$ cat config.mk
export PLATFORM = sky130hd
export DESIGN_NAME = uart_tx_arbiter_flat
export DESIGN_NICKNAME = d
export VERILOG_FILES = /design/src/rtl/uart_tx_arbiter_if.sv /design/src/rtl/uart_tx_arbiter.sv /design/src/flat_wrapper.sv
export SDC_FILE = /design/constraint.sdc
export NUM_CORES = 1
export LEC_CHECK = 0
export ABC_CLOCK_PERIOD_IN_PS = 6600
export CAP_MARGIN = 15
export CORE_MARGIN = 1.5
export CORE_UTILIZATION = 52
export DETAILED_ROUTE_END_ITERATION = 8
export PLACE_DENSITY = 0.78
export SLEW_MARGIN = 40
export SYNTH_ARGS = -nofsm -noshare
export SYNTH_HDL_FRONTEND = slang
export SYNTH_SLANG_ARGS = --single-unit
$ cat constraint.sdc
create_clock -name clk -period 6.6 [get_ports clk]
set_input_delay 1.65 -clock clk [delete_from_list [all_inputs] [get_ports clk]]
set_output_delay 1.65 -clock clk [all_outputs]
set_load 0.005 [all_outputs]
$ cat src/rtl/uart_tx_arbiter_if.sv
// uart_tx_arbiter_if
// Bundles every handshake between the message producers, the arbiter and
// the shared uart_tx transmitter.
//   req_lock/req_start/req_data : producer lock, byte request and byte lanes
//   grant/req_busy/owner_id     : ownership and busy returned to producers
//   timeout_pulse               : watchdog revoked the current grant
//   uart_tx_busy/start/data     : forwarded byte handshake to uart_tx
// Modports: slave = arbiter side, master = producers plus uart_tx side.
interface uart_tx_arbiter_if #(
  parameter int NUM_REQ = 3
);
  logic [NUM_REQ-1:0]   req_lock;
  logic [NUM_REQ-1:0]   req_start;
  logic [8*NUM_REQ-1:0] req_data;
  logic [NUM_REQ-1:0]   grant;
  logic [NUM_REQ-1:0]   req_busy;
  logic [2:0]           owner_id;
  logic                 timeout_pulse;
  logic                 uart_tx_busy;
  logic                 uart_tx_start;
  logic [7:0]           uart_tx_data;

  modport slave (
    input  req_lock, req_start, req_data, uart_tx_busy,
    output grant, req_busy, owner_id, timeout_pulse, uart_tx_start, uart_tx_data
  );

  modport master (
    output req_lock, req_start, req_data, uart_tx_busy,
    input  grant, req_busy, owner_id, timeout_pulse, uart_tx_start, uart_tx_data
  );
endinterface

$ cat src/rtl/uart_tx_arbiter.sv
// uart_tx_arbiter
// Shares one uart_tx between NUM_REQ producers. A producer raises req_lock
// for a whole message; ownership is granted round-robin and the owner's
// start/busy byte handshake is forwarded to uart_tx. A watchdog revokes
// the grant from an owner that holds the lock without starting a byte.
// Ports:
//   clk   : system clock
//   rst_n : asynchronous active-low reset
//   bus   : uart_tx_arbiter_if.slave (producer and uart_tx handshakes)
// Parameters: NUM_REQ (2..8), TIMEOUT_CYC idle limit, TO_WIDTH watchdog width.
module uart_tx_arbiter #(
  parameter int NUM_REQ     = 3,
  parameter int TIMEOUT_CYC = 100000,
  parameter int TO_WIDTH    = 17
) (
  input  logic              clk,
  input  logic              rst_n,
  uart_tx_arbiter_if.slave  bus
);

  typedef enum logic [2:0] {
    A_IDLE,
    A_GRANT,
    A_TX_WAIT_BUSY,
    A_TX_WAIT_DONE,
    A_BYTE_END,
    A_RELEASE
  } arb_state_t;

  localparam logic [NUM_REQ-1:0]  ONE_HOT0 = NUM_REQ'(1);
  localparam logic [TO_WIDTH-1:0] TO_LIMIT = TO_WIDTH'(TIMEOUT_CYC - 1);

  arb_state_t          state_q, state_next;
  logic [NUM_REQ-1:0]  grant_q, grant_next;
  logic [NUM_REQ-1:0]  busy_q, busy_next;
  logic [2:0]          owner_q, owner_next;
  logic                start_q, start_next;
  logic [7:0]          data_q, data_next;
  logic                pulse_q, pulse_next;
  logic [TO_WIDTH-1:0] wdog_q, wdog_next;

  logic                  owner_lock;
  logic                  owner_start;
  logic [7:0]            owner_data;
  logic [2*NUM_REQ-1:0]  lock_rot;
  logic                  win_found;
  int                    win_pos;

  // Next-state and next-output logic. The owner's signals are picked out
  // with the one-hot grant so non-owners can never influence the transmitter.
  // The round-robin scan rotates a doubled copy of req_lock so that bit 0 of
  // the rotated vector corresponds to owner_id+1; the lowest set bit wins.
  always_comb begin
    state_next = state_q;
    grant_next = grant_q;
    busy_next  = busy_q;
    owner_next = owner_q;
    start_next = start_q;
    data_next  = data_q;
    pulse_next = 1'b0;
    wdog_next  = wdog_q;

    owner_lock  = |(bus.req_lock & grant_q);
    owner_start = |(bus.req_start & grant_q);
    owner_data  = '0;
    for (int i = 0; i < NUM_REQ; i++) begin
      owner_data = owner_data | (bus.req_data[8*i +: 8] & {8{grant_q[i]}});
    end

    lock_rot  = {bus.req_lock, bus.req_lock} >> (32'(owner_q) + 1);
    win_found = 1'b0;
    win_pos   = 0;
    for (int j = NUM_REQ - 1; j >= 0; j--) begin
      if (lock_rot[j]) begin
        win_found = 1'b1;
        win_pos   = (32'(owner_q) + 1 + j) % NUM_REQ;
      end
    end

    case (state_q)
      A_IDLE: begin
        if (win_found) begin
          grant_next = ONE_HOT0 << win_pos;
          owner_next = 3'(win_pos);
          wdog_next  = '0;
          state_next = A_GRANT;
        end
      end
      A_GRANT: begin
        if (!owner_lock) begin
          state_next = A_RELEASE;
        end else if (owner_start) begin
          data_next  = owner_data;
          start_next = 1'b1;
          state_next = A_TX_WAIT_BUSY;
        end else if (wdog_q == TO_LIMIT) begin
          pulse_next = 1'b1;
          state_next = A_RELEASE;
        end else begin
          wdog_next = wdog_q + TO_WIDTH'(1);
        end
      end
      A_TX_WAIT_BUSY: begin
        if (bus.uart_tx_busy) begin
          busy_next  = grant_q;
          state_next = A_TX_WAIT_DONE;
        end
      end
      A_TX_WAIT_DONE: begin
        if (!bus.uart_tx_busy) begin
          start_next = 1'b0;
          busy_next  = '0;
          state_next = A_BYTE_END;
        end
      end
      A_BYTE_END: begin
        // The lock is deliberately not checked here: a dropped lock is
        // handled in A_GRANT once the owner has released req_start.
        if (!owner_start) begin
          wdog_next  = '0;
          state_next = A_GRANT;
        end
      end
      A_RELEASE: begin
        grant_next = '0;
        state_next = A_IDLE;
      end
      default: begin
        state_next = A_IDLE;
      end
    endcase
  end

  // State and output registers. owner_id resets to the last index so the
  // first round-robin scan starts at requester 0.
  always_ff @(posedge clk or negedge rst_n) begin
    if (!rst_n) begin
      state_q <= A_IDLE;
      grant_q <= '0;
      busy_q  <= '0;
      owner_q <= 3'(NUM_REQ - 1);
      start_q <= 1'b0;
      data_q  <= 8'h00;
      pulse_q <= 1'b0;
      wdog_q  <= '0;
    end else begin
      state_q <= state_next;
      grant_q <= grant_next;
      busy_q  <= busy_next;
      owner_q <= owner_next;
      start_q <= start_next;
      data_q  <= data_next;
      pulse_q <= pulse_next;
      wdog_q  <= wdog_next;
    end
  end

  assign bus.grant         = grant_q;
  assign bus.req_busy      = busy_q;
  assign bus.owner_id      = owner_q;
  assign bus.timeout_pulse = pulse_q;
  assign bus.uart_tx_start = start_q;
  assign bus.uart_tx_data  = data_q;

endmodule

$ cat src/flat_wrapper.sv
// flat-port wrapper written by rule: the top's interface ports become plain ports
module uart_tx_arbiter_flat 
#(
  parameter int NUM_REQ     = 3,
  parameter int TIMEOUT_CYC = 100000,
  parameter int TO_WIDTH    = 17
)
  (clk, rst_n, bus_req_lock, bus_req_start, bus_req_data, bus_uart_tx_busy, bus_grant, bus_req_busy, bus_owner_id, bus_timeout_pulse, bus_uart_tx_start, bus_uart_tx_data);
  uart_tx_arbiter_if #(.NUM_REQ(NUM_REQ)) bus_i ();
  input  logic clk;
  input  logic rst_n;
  input wire logic [$bits(bus_i.req_lock)-1:0] bus_req_lock;
  input wire logic [$bits(bus_i.req_start)-1:0] bus_req_start;
  input wire logic [$bits(bus_i.req_data)-1:0] bus_req_data;
  input wire logic [$bits(bus_i.uart_tx_busy)-1:0] bus_uart_tx_busy;
  output wire logic [$bits(bus_i.grant)-1:0] bus_grant;
  output wire logic [$bits(bus_i.req_busy)-1:0] bus_req_busy;
  output wire logic [$bits(bus_i.owner_id)-1:0] bus_owner_id;
  output wire logic [$bits(bus_i.timeout_pulse)-1:0] bus_timeout_pulse;
  output wire logic [$bits(bus_i.uart_tx_start)-1:0] bus_uart_tx_start;
  output wire logic [$bits(bus_i.uart_tx_data)-1:0] bus_uart_tx_data;
  assign bus_i.req_lock = bus_req_lock;
  assign bus_i.req_start = bus_req_start;
  assign bus_i.req_data = bus_req_data;
  assign bus_i.uart_tx_busy = bus_uart_tx_busy;
  assign bus_grant = bus_i.grant;
  assign bus_req_busy = bus_i.req_busy;
  assign bus_owner_id = bus_i.owner_id;
  assign bus_timeout_pulse = bus_i.timeout_pulse;
  assign bus_uart_tx_start = bus_i.uart_tx_start;
  assign bus_uart_tx_data = bus_i.uart_tx_data;
  uart_tx_arbiter #(.NUM_REQ(NUM_REQ), .TIMEOUT_CYC(TIMEOUT_CYC), .TO_WIDTH(TO_WIDTH)) u_core (.clk(clk), .rst_n(rst_n), .bus(bus_i));
endmodule
==> metrics.md <==
| Metric | Value |
|---|---|
| Status | `complete, no violations` |
| Hold Path Class | `flip-flop to flip-flop` |
| # port buffers | `51` |
| Initial DRT Pass Iterations | `5` |
| Comb pwr share | `19.1%` |
| Yosys cell types | `86` |
| Async SR Flop Fraction | `100%` |
| EDFF count, synth | `0` |
| CTS sink count | `39` |
| Final critical-path required period | `a little over 6 ns` |
| Avg Vias per Cell | `between 6 and 7` |
| Clock slew at reported path FFs | `0.09 ns` |
| Wire per inst | `16.7 µm` |
| Clock buffer depth | `2` |
| Die Area | `8890 µm²` |
| Multi-input logic area | `about 3200 µm²` |
| Count leader, synth | `nor2_1` |
| Post-route antenna net violation count | `0` |
| Hold slack | `between 0.5 and 0.6 ns` |
| Net Sw Frac | `between 20 and 30%` |
| Post-place instance area | `approximately 5000 µm²` |
| Diode count | `0` |
| Fin. max-slew vios | `0` |
| Mapped Cells | `567` |
| Grt ovf | `0` |
| Core area | `between 8000 and 9000 µm²` |
| Synth top area share | `about 22%` |
| Leakage Power | `2.09 nW` |
| Final Setup Violations | `0` |
| Filler instances | `712` |
| Top cells by area, synth | `dfrtp_1 22%, ha_1 6.6%, nor2_1 5.4%` |
| Post-Syn Nets | `623` |
| FMAX | `roughly 160 MHz` |
| Top FF cell, synth | `dfrtp_1` |
| Final net count | `about 660` |
| Number of global-route vias before repair | `~4,100` |
| Rows | `33` |
| Final instance area | `between 5000 and 6000 µm²` |
| Die height | `~94 µm` |
| Via count | `between 4,000 and 5,000` |
| Routability cong. | `around 0.96` |
| CTS root buf | `clkbuf_8` |
| Pwr Density | `between 100 and 150 nW/µm²` |
| Most common library cells after synthesis | `62 x nor2_1, 47 x nand2_1, 38 x dfrtp_1` |
| Syn avg cell area | `roughly 7.6 µm²` |
| Area grow syn2layout | `17.4%` |
| Number of DRC markers in iteration 0 | `between 300 and 400` |
| Sequential power share | `43.8%` |
| Critical Path Fanout Max | `15` |
| Final wirelength | `between 10 and 15 mm` |
| Fin Clk Skew | `between 0.01 and 0.015 ns` |
| Initial antenna violation count | `0` |
| Drt drc | `0` |
| Max_cap viols | `0` |
| Area of the mapped netlist | `between 4000 and 5000 µm²` |
| Setup TNS | `0 ns` |
| Overall routing resource usage | `approximately 27%` |
| Clk_lat worst skew | `around 0.30 ns` |
| Register area share after synthesis | `between 20% and 30%` |
| Post-synthesis register bit count | `39` |
| Initial Utilization | `53.3%` |
| Final Hold Fails | `0` |
| Critical Path RT | `6.82 ns` |
| Switch Pwr | `between 0.00015 and 0.0002 W` |
| H-Tree Depth | `2` |
| Worst slew pin tran | `0.772 ns` |
| CP arrival | `6.45 ns` |
| Synth warnings | `0` |
| CTS tree | `done` |
| Io pins | `52` |
| Layout cells sized above 1 | `~7.4%` |
| Worst setup EP type | `flip-flop` |
| Die width | `approximately 94 µm` |
| Critical Path Start Type | `flip-flop` |
| Int Power | `~0.00046 W` |
| Reg-to-reg slack, setup | `0.37 ns` |
| Largest net degree at the start of global routing | `40` |
| Largest area contributor in the synthesized netlist | `dfrtp_1` |
| Rel. slew slack | `47.2%` |
| Peak VDD IR | `~0.10 mV` |
| DPL Wire Length | `about 9.0 mm` |
| First-pass GRT wire length | `between 15 and 20 mm` |
| Kind of critical path | `flip-flop to flip-flop` |
| Register Area | `981 µm²` |
| Clock network fraction of design power | `37.1%` |
| Tcrit/Tclk final | `a little over nine tenths` |
| Cts bufs inserted | `5` |
| Cts hold-fix bufs | `0` |
| RSZ-0062 raised after global routing | `false` |
power groups by stage:
stage	sequential, W	clock (W)	combinational [W]
final	0.000280	0.000237	0.000122
after detailed placement	0.000284	0	0.000119
after global routing	0.000284	0.000249	0.000136
after CTS	0.000279	0.000241	0.000121
after global placement	0.000284	0	0.000115
after floorplan	0.000264	0	0.0000948
cells in the final DEF (no fill, tap or decap), types with 3 or more instances in the layout:
| cell type | instances |
|---|---|
| clkdlybuf4s50_1 | 50 |
| xor2_1 | 11 |
| dfrtp_1 | 38 |
| a222oi_1 | 10 |
| nor2_1 | 61 |
| o32ai_1 | 4 |
| nand2_1 | 46 |
| a21oi_1 | 33 |
| o22ai_1 | 4 |
| a211oi_1 | 5 |
| a21boi_0 | 3 |
| and3_1 | 11 |
| nand3_1 | 27 |
| xnor2_1 | 15 |
| inv_1 | 22 |
| a22oi_1 | 3 |
| buf_4 | 9 |
| clkbuf_8 | 5 |
| nor3b_1 | 3 |
| or4_1 | 3 |
| o31ai_1 | 5 |
| nor3_1 | 15 |
| nor4b_1 | 3 |
| and2_1 | 9 |
| nand4_1 | 5 |
| nand2b_1 | 12 |
| nor2b_1 | 13 |
| inv_2 | 3 |
| a31oi_1 | 9 |
| o211ai_1 | 7 |
| or3_1 | 5 |
| o21ai_1 | 7 |
| nor4_1 | 3 |
| a211o_1 | 5 |
| mux2i_1 | 7 |
| a221o_1 | 5 |
| a2111oi_0 | 3 |
| o21ai_0 | 37 |
| ha_1 | 22 |
critical path, stage by stage (launching register included):
cell       delay, ns
dfstp_4         0.72
inv_1           0.12
ha_1            0.32
buf_4           0.20
nor2b_2         0.18
nand2_1         0.13
inv_2           0.13
ha_1            0.35
and3b_1         0.22
a211oi_4        0.24
nor2_1          0.10
xnor2_1         0.22
ha_1            0.34
a2111oi_4       0.34
nand2_2         0.17
xnor2_1         0.18
ha_1            0.24
or3_1           0.43
a2111o_1        0.44
nor3b_4         0.29
mux2i_1         0.12
a221o_1         0.40
nand2b_1        0.16
o21ai_1         0.13
sequential cells by signal, indices dropped and copies added (netlist names):
| name | flops |
|---|---|
| u_core.bus.uart_tx_start | 1 |
| u_core.bus.uart_tx_data | 8 |
| u_core.bus.owner_id | 3 |
| u_core.bus.grant | 3 |
| u_core.bus.timeout_pulse | 1 |
| u_core.wdog_q | 17 |
| u_core.state_q | 3 |
| u_core.bus.req_busy | 3 |
cell type report:
cell class | count | share of cell area, %
tap | 105 | 2.58
clock buffer | 6 | 1.43
timing repair buffer | 59 | 11.2
clock inverter | 2 | 1.18
inverter | 26 | 1.92
multi-input combinational | 474 | 62.5
sequential | 39 | 19.3
path summary, 6_finish.rpt:
kind                                                     from                                  to  cells past startpoint
min                        u_core.bus.req_busy[1]$_DFFE_PN0P_  u_core.bus.req_busy[1]$_DFFE_PN0P_                      2
min reg2reg                u_core.bus.req_busy[1]$_DFFE_PN0P_  u_core.bus.req_busy[1]$_DFFE_PN0P_                      2
max reg2reg                u_core.bus.owner_id[1]$_DFFE_PN1P_     u_core.bus.grant[0]$_DFFE_PN0P_                     23
min in group asynchronous                               rst_n       u_core.state_q[1]$_DFFE_PN0P_                      1
max                        u_core.bus.owner_id[1]$_DFFE_PN1P_     u_core.bus.grant[0]$_DFFE_PN0P_                     23
max in group asynchronous                               rst_n  u_core.bus.owner_id[1]$_DFFE_PN1P_                      1
metrics by stage:
stage          cells  power [W]  setup slack, ns  util [%]
2_1_floorplan    567   0.000359           0.0649         -
3_3_place_gp     702   0.000399            0.384      60.4
3_5_place_dp     702   0.000403            0.164      60.4
4_1_cts          710   0.000641            0.113      62.1
5_1_grt          711   0.000670           0.0157      62.6
6_report         711   0.000639            0.369      62.6
cell families (layout without fill, tap and decap cells):
kind of cell	Yosys count	count (layout)	synth area share [%]
adders and majority gates	23	23	6.64
AOI/OAI and AO/OA	174	174	28.2
muxes	9	9	2.14
and+or+nand+nor	239	239	28.9
buffers and inverters	54	93	5.05
DFF	39	39	22.5
xor gates and xnor gates	29	29	6.52
layer usage:
| metal | track usage (%) | wire (µm) | up-vias |
|---|---|---|---|
| li1 | - | - | 2190 |
| met1 | 38.0 | 5430 | 2154 |
| met2 | 43.9 | 5570 | 184 |
| met3 | 3.56 | 754 | 14 |
| met4 | 5.97 | 114 | 0 |
| met5 | 0 | 0 | - |
timing repair:
item,CTS,global route
gates resized for setup,0,7
buffers inserted,0,1
endpoints found under the setup margin,0,6
No activity file was read; power rests on OpenSTA's default activity.
